`src/rtl/ddr3_avl_tester.sv`:
```
// ddr3_avl_tester
//   Self-contained memory tester for an Avalon-MM DDR3 controller port. After
//   calibration it writes NUM_WORDS words of a seeded pattern starting at
//   BASE_ADDR. It then reads them back with up to MAX_OUT reads in flight and
//   compares every beat against the expected pattern.
//
// Ports
//   clk_i, reset_n_i            clock, asynchronous active-low reset
//   start_i                     one-cycle run request (honoured in idle/done only)
//   init_done_i, cal_success_i,
//   cal_fail_i                  memory-controller calibration status
//   avl_address_o, avl_write_o,
//   avl_read_o, avl_writedata_o,
//   avl_byteenable_o            Avalon master request side (byteenable fixed 8'hFF)
//   avl_waitrequest_i,
//   avl_readdata_i,
//   avl_readdatavalid_i         Avalon master response side
//   busy_o, done_o, pass_o,
//   fail_o                      run status
//   err_count_o                 saturating mismatch count
//   first_err_idx_o             word index of the first mismatch of the run
module ddr3_avl_tester #(
    parameter int unsigned ADDR_W    = 24,
    parameter int unsigned NUM_WORDS = 1024,
    parameter int unsigned BASE_ADDR = 0,
    parameter logic [31:0] SEED      = 32'hA5A5_0F0F,
    parameter int unsigned MAX_OUT   = 8,
    parameter int unsigned TIMEOUT   = 4096
) (
    input  logic              clk_i,
    input  logic              reset_n_i,
    input  logic              start_i,
    input  logic              init_done_i,
    input  logic              cal_success_i,
    input  logic              cal_fail_i,
    output logic [ADDR_W-1:0] avl_address_o,
    output logic              avl_write_o,
    output logic              avl_read_o,
    output logic [63:0]       avl_writedata_o,
    output logic [7:0]        avl_byteenable_o,
    input  logic              avl_waitrequest_i,
    input  logic [63:0]       avl_readdata_i,
    input  logic              avl_readdatavalid_i,
    output logic              busy_o,
    output logic              done_o,
    output logic              pass_o,
    output logic              fail_o,
    output logic [15:0]       err_count_o,
    output logic [ADDR_W-1:0] first_err_idx_o
);

    localparam logic [ADDR_W-1:0] LAST_IDX = ADDR_W'(NUM_WORDS - 1);
    localparam logic [ADDR_W-1:0] BASE     = ADDR_W'(BASE_ADDR);
    localparam logic [3:0]        OUT_MAX  = 4'(MAX_OUT);
    localparam logic [31:0]       WD_LAST  = 32'(TIMEOUT - 1);

    typedef enum logic [2:0] {
        StIdle,
        StWaitCal,
        StWrite,
        StRead,
        StDrain,
        StDone
    } state_e;

    state_e            state_q;
    logic [ADDR_W-1:0] wi_q, ri_q, ci_q;
    logic [3:0]        out_q, out_d;
    logic [31:0]       wd_q;
    logic [ADDR_W-1:0] avl_address_q;
    logic              avl_write_q, avl_read_q;
    logic [63:0]       avl_writedata_q;
    logic              busy_q, done_q, pass_q, fail_q;
    logic [15:0]       err_count_q;
    logic [ADDR_W-1:0] first_err_idx_q;

    logic rd_acc, wr_acc, beat, wd_hit, mismatch, rd_want;

    // Expected word: seeded index in the low half, its complement in the high half.
    function automatic logic [63:0] pattern(input logic [ADDR_W-1:0] idx);
        logic [31:0] x;
        x = 32'(idx) ^ SEED;
        return {~x, x};
    endfunction

    // Address wraps modulo 2^ADDR_W through the natural width of the sum.
    function automatic logic [ADDR_W-1:0] addr_of(input logic [ADDR_W-1:0] idx);
        return BASE + idx;
    endfunction

    always_comb begin
        wr_acc   = avl_write_q && !avl_waitrequest_i;
        rd_acc   = avl_read_q && !avl_waitrequest_i;
        // Beats with nothing in flight (e.g. stale data from before a reset) are dropped.
        beat     = avl_readdatavalid_i && (out_q != 4'd0);
        out_d    = out_q;
        if (rd_acc && !beat) begin
            out_d = out_q + 4'd1;
        end else if (!rd_acc && beat) begin
            out_d = out_q - 4'd1;
        end
        rd_want  = out_d < OUT_MAX;
        wd_hit   = (out_q != 4'd0) && !beat && (wd_q == WD_LAST);
        mismatch = beat && (avl_readdata_i != pattern(ci_q));
    end

    always_ff @(posedge clk_i or negedge reset_n_i) begin
        if (!reset_n_i) begin
            state_q         <= StIdle;
            wi_q            <= '0;
            ri_q            <= '0;
            ci_q            <= '0;
            out_q           <= 4'd0;
            wd_q            <= 32'd0;
            avl_address_q   <= '0;
            avl_write_q     <= 1'b0;
            avl_read_q      <= 1'b0;
            avl_writedata_q <= 64'd0;
            busy_q          <= 1'b0;
            done_q          <= 1'b0;
            pass_q          <= 1'b0;
            fail_q          <= 1'b0;
            err_count_q     <= 16'd0;
            first_err_idx_q <= '0;
        end else begin
            unique case (state_q)
                StIdle, StDone: begin
                    if (start_i) begin
                        state_q         <= StWaitCal;
                        wi_q            <= '0;
                        ri_q            <= '0;
                        ci_q            <= '0;
                        out_q           <= 4'd0;
                        wd_q            <= 32'd0;
                        busy_q          <= 1'b1;
                        done_q          <= 1'b0;
                        pass_q          <= 1'b0;
                        fail_q          <= 1'b0;
                        err_count_q     <= 16'd0;
                        first_err_idx_q <= '0;
                    end
                end

                StWaitCal: begin
                    if (cal_fail_i) begin
                        state_q <= StDone;
                        busy_q  <= 1'b0;
                        done_q  <= 1'b1;
                        fail_q  <= 1'b1;
                    end else if (init_done_i && cal_success_i) begin
                        state_q         <= StWrite;
                        avl_write_q     <= 1'b1;
                        avl_address_q   <= addr_of('0);
                        avl_writedata_q <= pattern('0);
                    end
                end

                StWrite: begin
                    // Request stays untouched while stalled; advance only on acceptance.
                    if (wr_acc) begin
                        if (wi_q == LAST_IDX) begin
                            state_q       <= StRead;
                            avl_write_q   <= 1'b0;
                            avl_read_q    <= 1'b1;
                            avl_address_q <= addr_of('0);
                        end else begin
                            wi_q            <= wi_q + 1'b1;
                            avl_address_q   <= addr_of(wi_q + 1'b1);
                            avl_writedata_q <= pattern(wi_q + 1'b1);
                        end
                    end
                end

                StRead, StDrain: begin
                    out_q <= out_d;

                    if (beat) begin
                        ci_q <= ci_q + 1'b1;
                        if (mismatch) begin
                            if (err_count_q == 16'd0) begin
                                first_err_idx_q <= ci_q;
                            end
                            if (err_count_q != 16'hFFFF) begin
                                err_count_q <= err_count_q + 16'd1;
                            end
                        end
                    end

                    if (beat || out_q == 4'd0) begin
                        wd_q <= 32'd0;
                    end else begin
                        wd_q <= wd_q + 32'd1;
                    end

                    if (wd_hit) begin
                        // Give up on everything still in flight.
                        state_q    <= StDone;
                        out_q      <= 4'd0;
                        avl_read_q <= 1'b0;
                        busy_q     <= 1'b0;
                        done_q     <= 1'b1;
                        pass_q     <= 1'b0;
                        fail_q     <= 1'b1;
                    end else if (state_q == StDrain) begin
                        if (out_q == 4'd0) begin
                            state_q <= StDone;
                            busy_q  <= 1'b0;
                            done_q  <= 1'b1;
                            pass_q  <= (err_count_q == 16'd0);
                            fail_q  <= (err_count_q != 16'd0);
                        end
                    end else if (avl_read_q && avl_waitrequest_i) begin
                        // Stalled read: hold address and strobe.
                    end else if (avl_read_q) begin
                        if (ri_q == LAST_IDX) begin
                            state_q    <= StDrain;
                            avl_read_q <= 1'b0;
                        end else begin
                            ri_q          <= ri_q + 1'b1;
                            avl_address_q <= addr_of(ri_q + 1'b1);
                            avl_read_q    <= rd_want;
                        end
                    end else begin
                        avl_address_q <= addr_of(ri_q);
                        avl_read_q    <= rd_want;
                    end
                end

                default: begin
                    state_q <= StIdle;
                end
            endcase
        end
    end

    assign avl_address_o    = avl_address_q;
    assign avl_write_o      = avl_write_q;
    assign avl_read_o       = avl_read_q;
    assign avl_writedata_o  = avl_writedata_q;
    assign avl_byteenable_o = 8'hFF;
    assign busy_o           = busy_q;
    assign done_o           = done_q;
    assign pass_o           = pass_q;
    assign fail_o           = fail_q;
    assign err_count_o      = err_count_q;
    assign first_err_idx_o  = first_err_idx_q;

endmodule

```
`config.mk`:
```
export PLATFORM = sky130hd
export DESIGN_NAME = ddr3_avl_tester
export DESIGN_NICKNAME = d
export VERILOG_FILES = /design/src/rtl/ddr3_avl_tester.sv
export SDC_FILE = /design/constraint.sdc
export NUM_CORES = 1
export LEC_CHECK = 0
export BUFFER_PORTS_ARGS = -buffer_cell sky130_fd_sc_hd__buf_2
export CAP_MARGIN = 10
export CELL_PAD_IN_SITES_DETAIL_PLACEMENT = 1
export CELL_PAD_IN_SITES_GLOBAL_PLACEMENT = 1
export CORE_MARGIN = 2
export CORE_UTILIZATION = 43
export DETAILED_ROUTE_END_ITERATION = 16
export PLACE_DENSITY_LB_ADDON = 0.08
export SYNTH_ARGS = -nofsm -noshare
export SYNTH_HDL_FRONTEND = slang
export SYNTH_SLANG_ARGS = --single-unit
```
`constraint.sdc`:
```
create_clock -name clk_i -period 3.39 [get_ports clk_i]
set_clock_uncertainty 0.2 [all_clocks]
set_input_delay 0.339 -clock clk_i [delete_from_list [all_inputs] [get_ports clk_i]]
set_output_delay 0.339 -clock clk_i [all_outputs]
set_load 0.01 [all_outputs]
```
## Word level (Yosys, flattened, before mapping)

Index checks and enable logic that the tools add are counted.
Widths: inputs -> output; s select.

- Output and inout bits: 142
- Input port bits: 72
- Register bits: 245

- Equal/unequal tests: 36
- Bitwise gates (word level): 4
- Order comparisons: 1
- Multiplexer cells: 88
- Reductions and logical operators: 40
- Add/sub/neg operators: 7

Operators by type and width:

| cell | count |
|---|---|
| $mux 24 | 20 |
| $mux 64 | 4 |
| $pmux 24 s2 | 4 |
| $pmux 64 s2 | 1 |
| $add 24x1->24 const B | 3 |
| $pmux 24 s3 | 1 |
| $mux 16 | 4 |
| $mux 32 | 2 |
| $ne 64x64->1 | 1 |
| $not 32->32 | 2 |
| $pmux 32 s2 | 1 |
| $eq 24x10->1 const B | 2 |
| $mux 3 | 11 |
| $add 32x1->32 const B | 1 |
| $eq 32x12->1 const B | 1 |
| $ne 2x2->1 const B | 16 |
| $not 12->16 | 2 |
| $pmux 16 s2 | 1 |
| $reduce_and 5->1 | 6 |
| $mux 1 | 27 |
| $ne 3x3->1 const B | 6 |
| $add 16x1->16 const B | 1 |
| $logic_not 16->1 | 1 |
| $mux 4 | 4 |
| other kinds (27) | 54 |

## Depth between registers and ports, before layout

Gate-level depths: netlist of the first run.

- Depth in word-level cells: 13
- Gate-level depth with buffers: 11
- Gate-level depth less buffers: 8

## Worst setup path after synthesis of the first run

No wires, ideal clock.

- Path type: register to register
- Start point: register wd_q[0]
- End point: register avl_address_q[10], in the netlist avl_address_o[10]
- Arrival time: 2.604 ns
- Clock period less this slack: 2.929 ns
- Cell stages (with the launch flop): 12
- Path slack: 0.461 ns
- Path buffers: 4
- Library setup time: 0.125 ns
- Cells stage by stage: dfrtp_1 > ha_1 > nand3_1 > or4_1 > buf_2 > nor3_1 > a31o_2 > buf_2 > a311o_1 > buf_2 > buf_4 > mux2_2

- Cells in the longest elaborated chain, start to end: 4

Ends and longest elaborated chain:

| item | RTL line | text |
|---|---|---|
| start, declared | 69 | `logic [31:0] wd_q;` |
| start signal, assigned | 192 | `wd_q <= wd_q + 32'd1;` |
| $eq 32x12->1 | 103 | `wd_hit = (out_q != 4'd0) && !beat && (wd_q == WD_LAST);` |
| $logic_and 1x1->1 | 103 |  |
| $ne 2x2->1 (no source line) | - |  |
| $reduce_and 8->1 (no source line) | - |  |
| end signal, assigned | 153 | `avl_address_q <= addr_of('0);` |
| end signal, assigned | 165 | `avl_address_q <= addr_of('0);` |
| end signal, assigned | 168 | `avl_address_q <= addr_of(wi_q + 1'b1);` |
| end, declared | 70 | `logic [ADDR_W-1:0] avl_address_q;` |

No other way between the ends.
A chain may end at the register's enable or synchronous reset.

## Final worst setup path of the first run

- Start point: register out_q[1]
- End point: register first_err_idx_q[1], in the netlist first_err_idx_o[1]

- Cells in the longest elaborated chain, start to end: 5

Ends and longest elaborated chain:

| item | RTL line | text |
|---|---|---|
| start, declared | 68 | `logic [3:0] out_q, out_d;` |
| start signal, assigned | 175 | `out_q <= out_d;` |
| $reduce_bool 4->1 (*) | 95 | `beat = avl_readdatavalid_i && (out_q != 4'd0);` |
| $logic_and 1x1->1 (*) | 95 |  |
| $logic_and 1x1->1 | 104 | `mismatch = beat && (avl_readdata_i != pattern(ci_q));` |
| $ne 2x2->1 (no source line) | - |  |
| $reduce_and 5->1 (no source line) (*) | - |  |
| end signal, assigned | 181 | `first_err_idx_q <= ci_q;` |
| end, declared | 75 | `logic [ADDR_W-1:0] first_err_idx_q;` |

Every way passes the cells marked *; elsewhere a longest branch is shown, timed or not.

==> run metrics, run 1 <==
CTS Hold Bufs=1; Max-slew headroom=48.3%; endpoints failing hold=0; critical path's slowest cell=or3b_2; FILL cells=3488; status=finished clean; initial DRC count=687; largest family of logic cells by synthesized area=simple AND/OR/NAND/NOR gates; placed cell count=1966; # port buffers=197; Ports=214; nets=1686; flop and latch count out of synthesis=230; area grow syn2layout=18.2%; antenna fix cells=0; area leader, netlist=dfrtp_1; Vias/cell=5.71; Cell Area, Placed=14400 µm²; top_reg_cell synth=dfrtp_1; worst setup path start=out_q[1]$_DFFE_PN0P_; worst hold path class=in -> reg; CTS tree=done; Worst Tran Pin Value=0.776 ns; Combinational Power Share=2.7%; setup TNS=0 ns; H-tree levels=1; worst path arrival time=3.39 ns; Clk pwr share=50.3%; global-route usage over all layers=25.8%; top-area cell type share of the netlist area=44.5%; Mapped Area=12900 µm²; fin worst setup slack=0.269 ns; TritonCTS sink count=230; vias in the first global route=11600; gr ovfl total=0; hold_sp=avl_readdatavalid_i; routed len/inst=20.1 µm; post-synthesis cell type count=65; FMAX=320 MHz; switching power=1300 µW; Setup CP Type=reg -> reg; Worst Setup End Kind=flip-flop; Initial Util=43.6%; post-route insts no fill=2015; fin. max-slew vios=0; worst reg2reg setup slack=0.27 ns; post-route minimum period=3.12 ns; DRT antenna net count=0; Sequential Power Share=46.9%; Die Area=31500 µm²; 1st-pass router iterations=5; slowest stage delay, CP=0.51 ns; cells after synthesis=1424; multiplexer area fraction after synthesis=5.07%; Post-Synth Simple-Gate Area=23.2%; FFs w/ async S/R, synth=100%; Worst Path Max Fanout=12; via count=11500; worst endpoint required time=3.66 ns; Worst-Skew Late Latency=0.55 ns; Compound-Gate Fraction of Synth Area=13.1%; RR Startpoint=out_q[1]$_DFFE_PN0P_; post-CTS setup buffers=0; Post-synth EDFFs=0; Switching Fraction=22.2%; first-pass GRT wire length=64.9 mm; GP Congestion=0.853; synthesized area per cell=9.08 µm²; family with the most delay on the worst path=simple AND/OR/NAND/NOR gates; Root Buffer Master=clkbuf_16; Pint=4550 µW; Final Cycle Share=92.1%; initial antenna violation count=0; clock slew seen by the registers of the worst setup and hold paths=0.06 ns; sequential-to-total area share from yosys stat=44.5%; P_leak=0.00758 µW; Core ar.=29600 µm²; max-cap violations=0; IR drop worst, VDD=567 µV; Die Span Y=177 µm; Area contributors post-synth=dfrtp_1, xnor2_1, nor2_1; Routed WL=40.5 mm; dpl ws=0.287 ns; DRC=0; Worst Path Buf+Inv=2; Chip Width=177 µm; RSZ-0062 raised after global routing=false; critical path, cell by cell=inv_1 > ha_1 > or3b_2 > and2_1 > or2_2 > nand2_1 > a211o_1 > buf_4 > mux2i_1; CTS resizes=0; Tot Pwr=5850 µW; share of layout cells above drive strength 1=21.0%; post-route cell area=15300 µm²; Cell Pwr Density=383 nW/µm²; XOR/XNOR share of the synthesized area=7.72%; Yosys warning count=0; Synth Area in Adders=0.774%; CTS Buf Count=27; Clock Path Buffers=3; num rows=63; pin count of the biggest net entering global routing=95; hpwl dp=29.2 mm; Worst setup SP type=flip-flop; Final Setup Violations=0
## cell usage in the layout (no fill, tap or decap), drive strengths merged, types with 4 or more instances in the layout
master / n
a21o: 40
a21oi: 42
a22o: 4
a31o: 5
a31oi: 35
a41oi: 5
and2: 11
and3: 27
and3b: 5
and4: 15
buf: 250
clkbuf: 38
clkinv: 6
conb: 16
dfrtp: 230
ha: 8
inv: 46
mux2: 28
mux2i: 34
nand2: 133
nand2b: 21
nand3: 56
nand4: 50
nor2: 137
nor3: 36
nor3b: 9
nor4: 40
nor4b: 4
nor4bb: 4
o21a: 4
o21ai: 68
o22ai: 22
o31ai: 16
or2: 5
or3: 20
or4: 7
xnor2: 67
xor2: 47
## cell type report
cell class / instances / area (µm²) / area share (%)
clock buffers: 38 / 777 / 5.08
clock inverters: 10 / 118 / 0.770
inverters: 45 / 169 / 1.11
multi-input cells: 1051 / 6520 / 42.7
flip-flops and latches: 230 / 5760 / 37.7
well taps: 390 / 488 / 3.19
repair buffers: 251 / 1450 / 9.51
## power by group through the flow
| stage | clock network (µW) | registers (µW) | logic (µW) |
|---|---|---|---|
| after detailed placement | 0 | 2800 | 164 |
| after CTS | 3010 | 2750 | 166 |
| after global placement | 0 | 2800 | 162 |
| after floorplan | 0 | 2800 | 51.3 |
| after global routing | 3120 | 2740 | 181 |
| final | 2950 | 2750 | 161 |
## path summary, 6_finish.rpt
kind,to,depth (start not counted)
max,first_err_idx_o[1]$_DFFE_PN0P_,9
min,ci_q[0]$_DFFE_PN0P_,4
max reg2reg,first_err_idx_o[1]$_DFFE_PN0P_,9
min reg2reg,avl_writedata_o[19]$_DFFE_PN0P_,1
max in group asynchronous,ri_q[17]$_DFFE_PN0P_,3
min in group asynchronous,first_err_idx_o[13]$_DFFE_PN0P_,2
## tightest hold or removal path: stages
cell	delay, ns
buf_2	0.15
and2_1	0.19
nand2_1	0.07
o21ai_0	0.07
## Yosys cell counts (3+ instances only)
master / n
dfrtp_1: 230
nor2_1: 137
nand2_1: 133
clkbuf_1: 72
o21ai_0: 67
xnor2_1: 67
nand3_1: 56
nand4_1: 49
xor2_1: 47
inv_1: 45
a21oi_1: 42
a21o_1: 40
nor4_1: 40
a31oi_1: 35
nor3_1: 35
mux2i_1: 34
mux2_2: 28
and3_1: 26
buf_4: 25
o22ai_1: 22
nand2b_1: 21
or3_1: 20
o31ai_1: 16
and4_1: 15
buf_2: 11
and2_1: 10
nor3b_1: 9
ha_1: 8
or4_1: 6
a31o_2: 5
a41oi_1: 5
and3b_1: 5
or2_2: 5
a22o_1: 4
nor4b_1: 4
nor4bb_1: 4
o21a_1: 4
buf_6: 3
o221ai_1: 3
o22a_1: 3
## flip-flops by register name (all words and copies together) (netlist names)
name	count
done_o	1
avl_writedata_o	49
out_q	4
wi_q	24
avl_address_o	24
err_count_o	16
avl_write_o	1
avl_read_o	1
wd_q	32
pass_o	1
ci_q	24
ri_q	24
state_q	3
busy_o	1
fail_o	1
first_err_idx_o	24
## stage by stage
stage	hold slack, ns	utilization, %
6_report	0.110	51.6
5_1_grt	0.117	51.6
4_1_cts	0.0938	51.6
3_5_place_dp	0.239	48.5
3_3_place_gp	0.237	48.5
2_1_floorplan	-0.157	-
## metal layers
metal	GRT usage, %	share of wire (%)	up-vias
met4	5.43	1.8	0
li1	-	-	5411
met3	2.89	4.3	55
met5	0	0	-
met2	41.3	46	245
met1	37.7	48	5800
## logic make-up after synthesis
| logic type | after synthesis |
|---|---|
| flip-flops | 230 |
| AND/OR/NAND/NOR | 586 |
| XOR/XNOR | 114 |
| other | 2 |
| multiplexers | 62 |
| buffers and inverters | 157 |
| AO/OA/AOI/OAI | 265 |
| adder cells (fa/ha/maj) | 8 |
(Power assumes the default switching activity.)
==> run 2: changes to the inputs <==
--- a/config.mk
+++ b/config.mk
@@ -14,4 +14,5 @@
 export DETAILED_ROUTE_END_ITERATION = 16
 export PLACE_DENSITY_LB_ADDON = 0.08
+export SLEW_MARGIN = 40
 export SYNTH_ARGS = -nofsm -noshare
 export SYNTH_HDL_FRONTEND = slang
--- a/constraint.sdc
+++ b/constraint.sdc
@@ -3,3 +3,3 @@
 set_input_delay 0.339 -clock clk_i [delete_from_list [all_inputs] [get_ports clk_i]]
 set_output_delay 0.339 -clock clk_i [all_outputs]
-set_load 0.01 [all_outputs]
+set_load 0.1 [all_outputs]
==> run 2 against run 1 <==
Count of clock-buffer cells in the layout stayed put. Power rose by 1.2%. Maximum frequency fell by 0.28%. Worst hold slack got worse by 0.082 ns. Combinational power grew 45%. Critical path depth stayed put. First-iteration DRC count is 7.7% higher. Flip-flop and latch count is the same. Design area is 0.18% higher. Global-route usage unchanged. Critical path type unchanged. Largest power group unchanged.
==> run metrics, run 2 (synthesis gave the netlist of run 1 again) <==
status=finished clean; Worst Tran Pin Value=0.739 ns (-0.0373 ns); Reg-to-Reg End=first_err_idx_o[0]$_DFFE_PN0P_; global-route usage over all layers=25.8% (unchanged); initial DRC count=740 (+7.7%); Initial Util=43.6% (unchanged); H-tree levels=1 (unchanged); Clk pwr share=49.7% (-0.6 points); worst reg2reg setup slack=0.26 ns (about the same); most frequent cells in the layout=dfrtp_1, buf_2, nor2_1, nand2_1, xnor2_1; leading cell type in the layout, fill and taps excluded=dfrtp_1; Combinational Power Share=3.9% (+1.2 points); clock slew seen by the registers of the worst setup and hold paths=0.06 ns (about the same); RR Startpoint=out_q[1]$_DFFE_PN0P_; Root Buffer Master=clkbuf_16; critical path's slowest cell=or3b_2; DRT antenna net count=0 (unchanged); FMAX=319 MHz (-0.28%); antenna fix cells=0 (unchanged); Max-slew headroom=50.4% (+2.1 points); Routed WL=40.6 mm (+0.14%); FILL cells=3484 (-0.11%); TritonCTS sink count=230 (unchanged); CTS Buf Count=27 (unchanged); Worst setup SP type=flip-flop; r2r worst-path depth=9 (unchanged); Chip Width=177 µm (unchanged); CTS tree=done; pin count of the biggest net entering global routing=95 (unchanged); Clock Path Buffers=3 (unchanged); Worst Setup End Kind=flip-flop; post-route minimum period=3.13 ns (+0.00892 ns); vias in the first global route=11600 (unchanged); 1st-pass router iterations=5 (unchanged); routed len/inst=20.1 µm (about the same); Switching Fraction=23.1% (+0.87 points); initial antenna violation count=0 (unchanged); worst endpoint required time=3.66 ns (about the same); Sequential Power Share=46.4% (-0.5 points); Final Setup Violations=0 (unchanged); max-cap violations=0 (unchanged); worst path arrival time=3.40 ns (about the same); fin worst setup slack=0.260 ns (-0.00892 ns); endpoints failing hold=0 (unchanged); Cell Pwr Density=387 nW/µm² (+1.0%); final design utilization=51.7% (+0.093 points); max FFs per register=49 (unchanged); DRC=0 (unchanged); # port buffers=197 (unchanged); Die Span Y=177 µm (unchanged); Vias/cell=5.72 (about the same); Worst Path Max Fanout=12 (unchanged); area of the multi-input gates=6520 µm² (unchanged); first-pass GRT wire length=64.9 mm (unchanged); Sequential Area=5760 µm² (unchanged); Ports=214 (unchanged); post-CTS setup buffers=0 (unchanged); family with the most delay on the worst path=simple AND/OR/NAND/NOR gates; nets=1687 (+0.059%); Core ar.=29600 µm² (unchanged); switching power=1370 µW (+5.2%); Worst Path Buf+Inv=2 (unchanged); setup TNS=0 ns (unchanged); hpwl dp=29.2 mm (unchanged); critical path, cell by cell=inv_1 > ha_1 > or3b_2 > and2_1 > or2_2 > nand2_1 > a211o_1 > buf_4 > mux2i_1; Pint=4550 µW (about the same); via count=11500 (+0.13%); P_leak=0.00759 µW (+0.17%); gr ovfl total=0 (unchanged); Die Area=31500 µm² (unchanged); worst hold path class=in -> async; Final Cycle Share=92.3% (+0.26 points); area grow syn2layout=18.4%; share of layout cells above drive strength 1=21.0% (+0.049 points); Worst-Skew Late Latency=0.55 ns (about the same); fin. max-slew vios=0 (unchanged); Setup CP Type=reg -> reg; RSZ-0062 raised after global routing=false; num rows=63 (unchanged); dpl ws=0.287 ns (unchanged); IR drop worst, VDD=589 µV (+4.0%); slowest stage delay, CP=0.51 ns (about the same); GP Congestion=0.853 (unchanged)
[run 2: changes by cell type in the layout (fill, tap and decap cells not counted)]
cell / change
buf_16: +1
[run 2: repair_timing]
action                                 CTS  global route
gates resized for setup                  0             0
hold buffers                             1             0
endpoints found under the hold margin   91             0
[run 2: layout make-up]
class	instances	area share [%]
Multi-Input combinational cell	1051	42.6
Tap cell	390	3.19
Clock inverter	10	0.768
Timing Repair Buffer	252	9.68
Inverter	45	1.10
Sequential cell	230	37.6
Clock buffer	38	5.08
[run 2: worst max-delay path by stage]
stage	endpoint	slack [ns]	startpoint	cells after the start
detailed placement	first_err_idx_o[11]$_DFFE_PN0P_	0.29	out_q[1]$_DFFE_PN0P_	9
global route	first_err_idx_o[12]$_DFFE_PN0P_	0.06	out_q[1]$_DFFE_PN0P_	9
floorplan	avl_address_o[10]$_DFFE_PN0P_	0.46	wd_q[0]$_DFFE_PN0P_	11
global placement	first_err_idx_o[1]$_DFFE_PN0P_	0.42	out_q[1]$_DFFE_PN0P_	9
CTS	first_err_idx_o[1]$_DFFE_PN0P_	0.27	out_q[1]$_DFFE_PN0P_	9
finish	first_err_idx_o[0]$_DFFE_PN0P_	0.26	out_q[1]$_DFFE_PN0P_	9
[run 2: power by group through the flow]
stage	Sequential [µW]	Combinational, µW	Clock, µW
2_1_floorplan	2800	121	0
3_3_place_gp	2800	231	0
3_5_place_dp	2800	233	0
4_1_cts	2750	235	3010
5_1_grt	2740	254	3130
6_report	2750	234	2940
[run 2: through the flow]
step           hold slack (ns)  power [µW]  area, µm²  instances
2_1_floorplan           -0.157        2920      13000       1438
3_3_place_gp             0.237        3030      14400       1966
3_5_place_dp             0.239        3030      14400       1966
4_1_cts                 0.0938        5990      15300       2015
5_1_grt                 0.0318        6120      15300       2016
6_report                0.0279        5920      15300       2016
[run 2: per-layer routing]
layer  wire length (µm)  global-route usage, %  share of wire, %  vias to the layer above
met5                  0                      0                 0                        -
met4                715                   5.43               1.8                        0
met3               1690                   2.89               4.2                       55
met2              18600                   41.3                46                      254
met1              19600                   37.7                48                     5814
li1                   -                      -                 -                     5403
==> run 3: changes to the inputs <==
- CORE_UTILIZATION: 43 -> 39
- clock period: 3.39 -> 2.6 ns (I/O delays scaled with it)
==> run 3 against run 2 <==
The run now ends with negative setup slack left. Final cell count is 8.7% higher. Combinational power grew 31%. Design area is 10% higher. Core utilization is 0.095 points higher. Largest cell class unchanged. Largest power group unchanged. Highest routed layer unchanged.
==> run metrics, run 3 (synthesis gave the netlist of run 1 again) <==
Vias/cell=5.47 (-4.4%); num rows=66 (+4.8%); DRC=0 (unchanged); status=finished, violations left; r2r worst-path depth=7 (-2); post-route minimum period=2.60 ns (-0.528 ns); routed len/inst=19.9 µm (-1.2%); CTS Buf Count=28 (+3.7%); Cell Pwr Density=507 nW/µm² (+31%); global-route usage over all layers=24.8% (-0.93 points); critical path's most frequent cell=or4_4; DRT antenna net count=0 (unchanged); Root Buffer Master=clkbuf_16; Max-slew headroom=64.0% (+14 points); post-route cell area=16900 µm² (+10%); IR drop worst, VDD=439 µV (-26%); Die Span Y=186 µm (+4.9%); endpoints failing hold=0 (unchanged); hold depth=4; area grow syn2layout=30.6%; nets=1805 (+7.0%); GP Congestion=0.837 (-1.9%); # port buffers=197 (unchanged); RSZ-0062 raised after global routing=true; CTS tree=done; Worst Path Max Fanout=9 (-3); worst hold path class=in -> reg; hold_sp=init_done_i; first-pass GRT wire length=68.0 mm (+4.6%); worst setup path start=wd_q[1]$_DFFE_PN0P_; Setup CP Type=reg -> reg; worst reg2reg setup slack=-0.002 ns (-0.26 ns); Worst Path Buf+Inv=0 (-2); area of the multi-input gates=6800 µm² (+4.3%); clock slew seen by the registers of the worst setup and hold paths=0.07 ns (about the same); TritonCTS sink count=230 (unchanged); critical path, cell by cell=ha_4 > nand3_4 > or4_4 > or4_4 > and3_2 > a41oi_1 > a31oi_1; RR Startpoint=wd_q[1]$_DFFE_PN0P_; Worst-Skew Late Latency=0.55 ns (about the same); Ports=214 (unchanged); Routed WL=43.6 mm (+7.4%); Worst Tran Pin Value=0.540 ns (-0.199 ns); initial DRC count=599 (-19%); Die Area=34600 µm² (+10%); slowest stage delay, CP=0.59 ns (+0.08 ns); P_leak=0.00835 µW (+9.9%); dpl ws=-0.0674 ns (-0.354 ns); vias in the first global route=12300 (+5.7%); max FFs per register=49 (unchanged); max-cap violations=0 (unchanged); initial antenna violation count=2 (+2); FILL cells=3854 (+11%); Core ar.=32600 µm² (+10%); FMAX=384 MHz (+20%); most frequent cells in the layout=dfrtp_1, buf_2, buf_4, nor2_1, nand2_1; gr ovfl total=0 (unchanged); critical path's slowest cell=or4_4; failing checks=negative setup slack; pin count of the biggest net entering global routing=62 (-35%); Cell Area, Placed=15400 µm² (+7.2%); Clock Path Buffers=3 (unchanged); Final Setup Violations=1 (+1); Final Cycle Share=100% (+7.7 points); Worst setup SP type=flip-flop; fin. max-slew vios=0 (unchanged); worst path arrival time=2.84 ns (-0.56 ns); family with the most delay on the worst path=simple AND/OR/NAND/NOR gates; share of layout cells above drive strength 1=30.3% (+9.3 points); WP depth=7 (-2); leading cell type in the layout, fill and taps excluded=dfrtp_1; hpwl dp=31.5 mm (+7.8%); Chip Width=186 µm (+4.9%); via count=12000 (+3.9%); Sequential Area=5790 µm² (+0.54%); 1st-pass router iterations=5 (unchanged); Initial Util=39.6% (-4.0 points); worst endpoint required time=2.83 ns (-0.83 ns); fin worst setup slack=-0.00192 ns (-0.262 ns); H-tree levels=1 (unchanged); Worst Setup End Kind=flip-flop
run 3: cell types whose count changed in the layout (fill, tap and decap cells not counted), moves of 7 or more:
cell	delta
dfrtp_2	+25
buf_4	+105
dfrtp_1	-25
nor4_1	-7
buf_12	+8
bufinv_16	+7
run 3: area by class of cell:
class,instances,area share [%]
sequential,230,34.3
clock inverter,15,1.82
multi-input combinational,1053,40.3
clock buffer,37,4.71
inverter,45,1.00
tap,442,3.28
timing repair buffer,367,14.6
antenna,2,0.0297
run 3: worst register-to-register path: stages, from the launching register on:
cell and delay (ns):
dfrtp_1 0.39, ha_4 0.17, nand3_4 0.08, or4_4 0.46, or4_4 0.59, and3_2 0.32, a41oi_1 0.23, a31oi_1 0.05
run 3: per-layer routing:
metal / wire length, µm / global-route usage (%) / up-vias
li1: - / - / 5668
met4: 717 / 5.23 / 0
met3: 1710 / 2.84 / 48
met1: 20200 / 34.6 / 6032
met2: 20900 / 41.7 / 231
met5: 0 / 0 / -
run 3: final timing paths:
check                                                  end
max                                   ri_q[13]$_DFFE_PN0P_
min                                 state_q[1]$_DFFE_PN0P_
max reg2reg                           ri_q[13]$_DFFE_PN0P_
min reg2reg                 avl_writedata_o[6]$_DFFE_PN0P_
max in group asynchronous  avl_writedata_o[19]$_DFFE_PN0P_
min in group asynchronous             wd_q[15]$_DFFE_PN0P_
run 3: timing repair:
| action | in CTS | in global routing |
|---|---|---|
| gates cloned | 1 | 3 |
| buffers inserted | 2 | 4 |
| resized for setup | 11 | 43 |
| hold buffers | 2 | 0 |
| endpoints found under the setup margin | 68 | 141 |
| pin swaps | 5 | 11 |
| endpoints found under the hold margin | 231 | 0 |
run 3: report_power, final:
part / switching (µW) / internal [µW] / total, µW
sequential: 0 / 3580 / 3580
combinational: 225 / 80.7 / 306
clock: 1630 / 3040 / 4670
total: 1860 / 6700 / 8550
run 3: stage by stage:
step / hold WS [ns] / setup TNS, ns / util (%) / total power (µW) / std cells
6_report: 0.00701 / -0.00192 / 51.7 / 8550 / 2191
5_1_grt: 0.0316 / -0.716 / 51.7 / 8840 / 2191
4_1_cts: 0.00165 / -0.0178 / 50.9 / 8650 / 2182
3_5_place_dp: 0.0614 / -0.402 / 47.2 / 3950 / 2125
3_3_place_gp: 0.0584 / -0.0197 / 47.2 / 3940 / 2125
2_1_floorplan: -0.236 / -7.08 / - / 3800 / 1438
